==> config.mk <==
export PLATFORM = sky130hd
export DESIGN_NAME = dac_sample_feeder
export DESIGN_NICKNAME = d
export VERILOG_FILES = /design/src/rtl/dac_sample_feeder.sv
export SDC_FILE = /design/constraint.sdc
export NUM_CORES = 1
export LEC_CHECK = 0
export ABC_AREA = 1
export BUFFER_PORTS_ARGS = -buffer_cell sky130_fd_sc_hd__buf_2
export CAP_MARGIN = 15
export CELL_PAD_IN_SITES_DETAIL_PLACEMENT = 0
export CELL_PAD_IN_SITES_GLOBAL_PLACEMENT = 1
export CORE_ASPECT_RATIO = 0.8
export CORE_MARGIN = 1.5
export CORE_UTILIZATION = 30
export DETAILED_ROUTE_END_ITERATION = 10
export GPL_TIMING_DRIVEN = 0
export MAX_ROUTING_LAYER = met4
export PLACE_DENSITY_LB_ADDON = 0.25
export SLEW_MARGIN = 20
export SYNTH_ARGS = -nofsm -noshare
export SYNTH_HDL_FRONTEND = slang
export SYNTH_SLANG_ARGS = --single-unit
==> constraint.sdc <==
create_clock -name clk -period 2.4 [get_ports clk]
set_input_delay 0.12 -clock clk [delete_from_list [all_inputs] [get_ports clk]]
set_output_delay 0.12 -clock clk [all_outputs]
set_load 0.03 [all_outputs]
==> src/rtl/dac_sample_feeder.sv <==
// Rate-paced sample FIFO feeding the DACx811 serializer: one dac_start every RATE_DIV clocks, start is registered (tick+1).
// s_ready = ~full (0 in reset). Define FEEDER_HOLD_LAST_EN to re-issue the last sample on underrun.
module dac_sample_feeder #(
  parameter int BITS     = 16,
  parameter int DEPTH    = 8,
  parameter int RATE_DIV = 100
) (
  input  logic                       clk,
  input  logic                       rst,
  input  logic                       en,
  input  logic                       clr_stat,
  input  logic                       s_valid,
  input  logic [BITS-1:0]            s_data,
  output logic                       s_ready,
  output logic                       dac_start,
  output logic [BITS-1:0]            dac_data,
  input  logic                       dac_busy,
  output logic [$clog2(DEPTH+1)-1:0] level,
  output logic [15:0]                underruns,
  output logic                       late
);

  localparam int AW = (DEPTH > 1) ? $clog2(DEPTH) : 1;
  localparam int LW = $clog2(DEPTH + 1);
  localparam int CW = (RATE_DIV > 1) ? $clog2(RATE_DIV) : 1;

  typedef enum logic [1:0] {IDLE, WAIT_HI, WAIT_LO} state_t;

  state_t          state, state_nxt;
  logic [BITS-1:0] mem [DEPTH];
  logic [AW-1:0]   wr_ptr, rd_ptr;
  logic [CW-1:0]   cnt;
  logic            tick, push, pop, issue, full, empty, under_evt, late_evt;

  assign full    = (level == LW'(DEPTH));
  assign empty   = (level == '0);
  assign s_ready = ~full & ~rst;
  assign push    = s_valid & s_ready;
  assign tick    = en & (cnt == CW'(RATE_DIV - 1));

  always_comb begin
    state_nxt = state;
    pop       = 1'b0;
    issue     = 1'b0;
    under_evt = 1'b0;
    late_evt  = 1'b0;
    case (state)
      IDLE: begin
        if (tick) begin
          if (!empty) begin
            pop       = 1'b1;
            issue     = 1'b1;
            state_nxt = WAIT_HI;
          end else begin
            under_evt = 1'b1;
`ifdef FEEDER_HOLD_LAST_EN
            issue     = 1'b1;
            state_nxt = WAIT_HI;
`endif
          end
        end
      end
      // Busy is registered in the serializer, so it lags dac_start by a cycle.
      WAIT_HI: begin
        late_evt = tick;
        if (dac_busy) state_nxt = WAIT_LO;
      end
      WAIT_LO: begin
        late_evt = tick;
        if (!dac_busy) state_nxt = IDLE;
      end
      default: state_nxt = IDLE;
    endcase
  end

  always_ff @(posedge clk) begin
    if (rst) begin
      state     <= IDLE;
      cnt       <= '0;
      wr_ptr    <= '0;
      rd_ptr    <= '0;
      level     <= '0;
      dac_start <= 1'b0;
      dac_data  <= '0;
      underruns <= '0;
      late      <= 1'b0;
    end else begin
      state     <= state_nxt;
      cnt       <= (!en || tick) ? '0 : cnt + 1'b1;
      dac_start <= issue;
      if (push) wr_ptr <= wr_ptr + 1'b1;
      if (pop) begin
        rd_ptr   <= rd_ptr + 1'b1;
        dac_data <= mem[rd_ptr];
      end
      case ({push, pop})
        2'b10:   level <= level + 1'b1;
        2'b01:   level <= level - 1'b1;
        default: level <= level;
      endcase
      if (clr_stat) begin
        underruns <= '0;
        late      <= 1'b0;
      end else begin
        if (under_evt && underruns != 16'hFFFF) underruns <= underruns + 16'd1;
        if (late_evt) late <= 1'b1;
      end
    end
  end

  always_ff @(posedge clk) begin
    if (push) mem[wr_ptr] <= s_data;
  end

endmodule
After elaboration in Yosys (flattened, before gate mapping)
Memories as Yosys holds them, arrays and structs flattened. A register that Yosys moved wholly into a read port is not among the register bits.
Index checks and enable logic that the tools add are counted.
{"block": "totals", "output_inout_bits": 39, "inputBits": 22, "latchBits": 0, "n_memories": 1, "regBits": 37, "ramBits": 128, "rom_bits": 0, "word_cells": 56}
{"memory": "mem", "depth": 8, "width": 16, "rd": 1, "rd_ports_with_merged_regs": 1, "wr": 1, "line_no": "30", "source": "logic [BITS-1:0] mem [DEPTH];"}
{"block": "op_classes", "n_mul": 0, "n_mux": 15, "n_div": 0, "add_sub_neg": 6, "bitwise": 5, "magnitude_cmp": 0, "n_eq_ne": 11, "shifts": 0, "reduce_logical": 10}
{"op": "$add A16 B1 Y16 const B", "count": 1}
{"op": "$ne A16 B16 Y1 const B", "count": 1}
{"op": "$mux W1", "count": 9}
{"op": "$mux W2", "count": 4}
{"op": "$ne A2 B2 Y1 const B", "count": 4}
{"op": "$pmux W4 S2", "count": 1}
{"op": "$add A7 B1 Y7 const B", "count": 1}
{"op": "$eq A7 B7 Y1 const B", "count": 1}
{"op": "$add A3 B1 Y3 const B", "count": 2}
{"op": "$pmux W2 S3", "count": 1}
{"op": "$reduce_or A2 Y1", "count": 3}
{"op": "$add A4 B1 Y4 const B", "count": 1}
{"op": "$eq A2 B1 Y1 const B", "count": 2}
{"op": "$eq A2 B2 Y1 const B", "count": 2}
{"op": "$eq A4 B4 Y1 const B", "count": 1}
{"op": "$logic_not A4 Y1", "count": 1}
{"op": "$reduce_and A4 Y1", "count": 1}
{"op": "$sub A4 B1 Y4 const B", "count": 1}
{"op": "$and A1 B1 Y1", "count": 3}
{"op": "$logic_not A2 Y1", "count": 1}
{"op": "$not A1 Y1", "count": 2}
{"op": "$reduce_bool A2 Y1", "count": 1}
{"op": "$logic_and A1 B1 Y1", "count": 1}
{"op": "$logic_not A1 Y1", "count": 1}
{"op": "$logic_or A1 B1 Y1", "count": 1}

Logic depth before layout (Yosys ltp)
{"block": "depth", "word_depth": 6, "ltp_mapped": 15, "depth_no_buf": 14}

Least setup slack after synthesis
OpenSTA, ideal clock, no wires.
{"block": "synth_path", "path_kind": "reg2reg", "startpoint": "register level[2]", "endpoint": "memory mem[5][0], enable pin", "setup_slack_ns": -0.447, "t_arrival_ns": 2.459, "stages_incl_launch_ff": 7, "path_buffers": 0, "period_less_slack_ns": 2.847, "required_time_ns": 2.012, "cell_sequence": "dfxtp_1 -> inv_1 -> a31oi_1 -> nand2_1 -> nor2_1 -> inv_1 -> nor2_1"}
{"block": "synth_via", "elab_chain_len": 6}
{"element": "start, declared", "line_no": "18", "source": "output logic [$clog2(DEPTH+1)-1:0] level,"}
{"element": "start signal, assigned", "line_no": "97", "source": "2'b10: level <= level + 1'b1;"}
{"element": "start signal, assigned", "line_no": "98", "source": "2'b01: level <= level - 1'b1;"}
{"element": "start signal, assigned", "line_no": "99", "source": "default: level <= level;"}
{"element": "$eq A4 B4 Y1", "line_no": "35", "source": "assign full = (level == LW'(DEPTH));"}
{"element": "$not A1 Y1", "line_no": "37", "source": "assign s_ready = ~full & ~rst;"}
{"element": "$and A1 B1 Y1", "line_no": "37"}
{"element": "via s_ready", "line_no": "14", "source": "output logic s_ready,"}
{"element": "$and A1 B1 Y1", "line_no": "38", "source": "assign push = s_valid & s_ready;"}
{"element": "$mux W1", "line_no": "112", "source": "if (push) mem[wr_ptr] <= s_data;"}
{"element": "$mux W1 (not written as such)", "line_no": "112"}
{"element": "end, declared", "line_no": "30"}
The timed path passes the listed nets, and every way through them passes these cells.

Worst setup path in the final report
{"block": "layout_path", "startpoint": "register cnt[0]", "endpoint": "register level[2]"}
{"block": "layout_via", "elab_chain_len": 6}
{"element": "start, declared", "line_no": "32", "source": "logic [CW-1:0] cnt;"}
{"element": "start signal, assigned", "line_no": "89", "source": "cnt <= (!en || tick) ? '0 : cnt + 1'b1;"}
{"element": "$eq A7 B7 Y1 (*)", "line_no": "39", "source": "assign tick = en & (cnt == CW'(RATE_DIV - 1));"}
{"element": "$and A1 B1 Y1 (*)", "line_no": "39"}
{"element": "$mux W1 (*)", "line_no": "49", "source": "if (tick) begin"}
{"element": "$mux W1 (*)", "line_no": "47", "source": "case (state)"}
{"element": "$eq A2 B1 Y1 / $eq A2 B2 Y1 (equally long branches)", "line_no": "96", "source": "case ({push, pop})"}
{"element": "$pmux W4 S2 / $reduce_bool A2 Y1 (equally long branches)"}
Mark *: on every way between the ends. The rest lies on a longest branch, timed or not.
A chain may end at the register's enable or synchronous reset.

==> reports/metrics.cfg <==
[synth]
synth_common_cells=nor2_1 (163), edfxtp_1 (128), nand2_1 (115)
ys_ff_latch=181
synth.mux.area_fraction=0.00131
yosysTopAreaCellShare=0.501
synth_fa_ha_area_frac=0.0189
synth-simple-area-share=0.186
synthDistinctLibCells=33
syn_area_um2=7670
synth_area_per_cell_um2=10.1
synth_warnings=0
ys_seq_area_frac=0.639
synth_fp_nets=796
synth_edf_count=128
synthArstFlopShare=0
synth_top_family_by_area=simple AND/OR/NAND/NOR gates
synth.most_common_cell=nor2_1
synthTopCellsByArea=edfxtp_1 (50%), dfxtp_1 (14%), nor2_1 (8.0%), nand2_1 (5.6%), o21ai_0 (5.2%)
synth_compound_area_frac=0.0948
yosysTopAreaCell=edfxtp_1
synth_cells=763
synth-xor-area-share=0.00914
ys.flop_type=edfxtp_1

[route]
drt-initial-drc-count=299
vias=5477
drt-total-wl_um=19700
via_per_inst=4.57
avgRoutedWirePerCell_um=16.4
drt_pass1_iterations=5
remaining_drc_errors=0
ant_nets=0

[sta]
fmax_ghz=0.462
max-slew-margin-rel=0.506
period_share=0.903
period_needed_ps=2170
tightest_slew_ps=741
hold_viol_final=0
finalSetupViolCount=0
drv_slew=0
holdWs_ps=36.6
clock-skew-final_ps=11.0

[final_layout]
layout-drive-gt1-share=0.180
syn_to_final_growth_pct=21.2
ff_latch_area_um2=4910
fill_cells=2513
multi_input_area_um2=2480
nNetsFinal=894
antenna_cells=0
design_area_um2=9300

[floorplan]
die-area_um2=26500
dieHeight_um=146
io_pins=61
die_w_um=182
rows=52
initial_utilization=0.305
coreArea_um2=25200

[flow_run]
maxCapViolCount=0

[clocking]
htreeDepth=4
cts_inserted_buffers=17
cts_max_path_buffers=2
clockRootBuffer=clkbuf_16
clk_latency_ps=430
cts.reportedPaths.clkPinSlew_ps=70
cts_sinks=181
tritoncts=yes

[global_routing]
grt_pass1_vias=5243
antenna_found_initial=0
overflow=0
grt_pass1_wl_um=30600
grt_max_degree=17
grtUsageTotal=0.160

[status]
status=finished, final reports clean

[power_and_ir_drop]
power_density_nw_per_um2=698
p_total_mw=6.49
p_leak_nw=3.50
vdd_drop_max_mv=0.467

[setup_path]
start_kind=flop
crit_type=reg -> reg
arrival_ps=2490
end_kind=flop
critical_path.max_fanout=11
cp.required_ps=2730
rrSetupSlack_ps=230

[placement]
place_congestion=0.770
io_buffer_count=59
placed_area_um2=8460
dpl.hpwl_um=13200

[worst_hold_path]
hp-class=in -> reg

## per-stage QoR
step | setup TNS, ps | instances | setup slack (ps) | utilization
floorplan | 0 | 763 | 44.7 | -
global placement | -21820 | 1146 | -425 | 0.333
detailed placement | -1940 | 1149 | -275 | 0.336
CTS | -70.2 | 1199 | -50.0 | 0.368
global route | -6.93 | 1198 | -6.93 | 0.369
finish | 0 | 1198 | 233 | 0.369
## cell usage in the layout (no fill, tap or decap), types with 2 or more instances in the layout
master and instances:
o22ai_1 16, nor2_2 9, dfxtp_2 2, edfxtp_1 128, clkinvlp_4 2, nor2_1 155, buf_4 4, ha_4 2
o21ai_1 27, buf_2 74, nand4_1 5, bufinv_16 3, a21oi_1 15, dlygate4sd3_1 17, dfxtp_1 51, clkbuf_16 17
clkinv_4 2, clkinv_2 2, clkbuf_1 9, inv_8 2, ha_1 8, nand2_1 115, inv_2 2, nor2_4 10
xor2_1 3, nand3_1 26, nand2_2 2, xnor2_1 5, buf_6 3, inv_6 2, buf_8 2, clkbuf_2 3
nor3_1 2, o21ai_0 79, nand3_2 9, inv_1 51
## report_power, final
group | internal (mW) | leakage (nW) | switching (mW)
clock network | 1.66 | 0.292 | 1.24
registers | 3.37 | 1.58 | 0.0133
logic | 0.0696 | 1.63 | 0.134
total | 5.10 | 3.50 | 1.39
## repair_timing
action / CTS / global route
resized for setup: 8 / 7
hold endpoints to repair: 133 / 0
buffers inserted: 1 / 0
setup endpoints to repair: 35 / 3
hold buffers: 17 / 0
## final timing paths
kind,from,to,depth (start not counted)
setup / recovery,cnt[0],level[2],13
hold / removal,rst,rd_ptr[2],2
setup reg to reg,cnt[0],level[2],13
hold reg to reg,cnt[0],cnt[0],1
## cells by family (layout without fill, tap and decap cells)
family,Yosys count,in the layout
AND/OR/NAND/NOR,335,335
XOR/XNOR,8,8
adder cells (fa/ha/maj),11,11
multiplexers,1,1
flip-flops,181,181
AO/OA/AOI/OAI,140,140
buffers and inverters,87,198
## flip-flops by register name, indices dropped and copies added (netlist names), 2 cells and up
name	cells
cnt	7
mem	128
level	4
underruns	16
wr_ptr	3
state	2
rd_ptr	3
dac_data	16
## critical path, cell delays in order (launching register included)
cell and delay (ps):
dfxtp_2 370, ha_4 170, inv_2 50, nor2_4 110, nand3_2 100, nor2_4 120
nand3_4 130, clkinv_8 120, ha_4 160, inv_1 50, fa_1 390, xnor2_1 140
o21ai_1 110, inv_1 40
## area by class of cell
| cell class | instances | area share |
|---|---|---|
| timing repair buffer | 80 | 0.0553 |
| inverter | 55 | 0.0236 |
| buffer | 31 | 0.0178 |
| multi-input combinational | 495 | 0.267 |
| sequential | 181 | 0.528 |
| tap | 324 | 0.0436 |
| clock inverter | 13 | 0.0186 |
| clock buffer | 19 | 0.0466 |
## per-layer routing
| layer | GRT usage | wire length [µm] | vias up |
|---|---|---|---|
| li1 | - | - | 2785 |
| met1 | 0.229 | 10200 | 2547 |
| met2 | 0.226 | 8280 | 122 |
| met3 | 0.0339 | 949 | 23 |
| met4 | 0.0508 | 300 | 0 |
| met5 | - | 0 | - |
No activity file was read; power rests on OpenSTA's default activity.
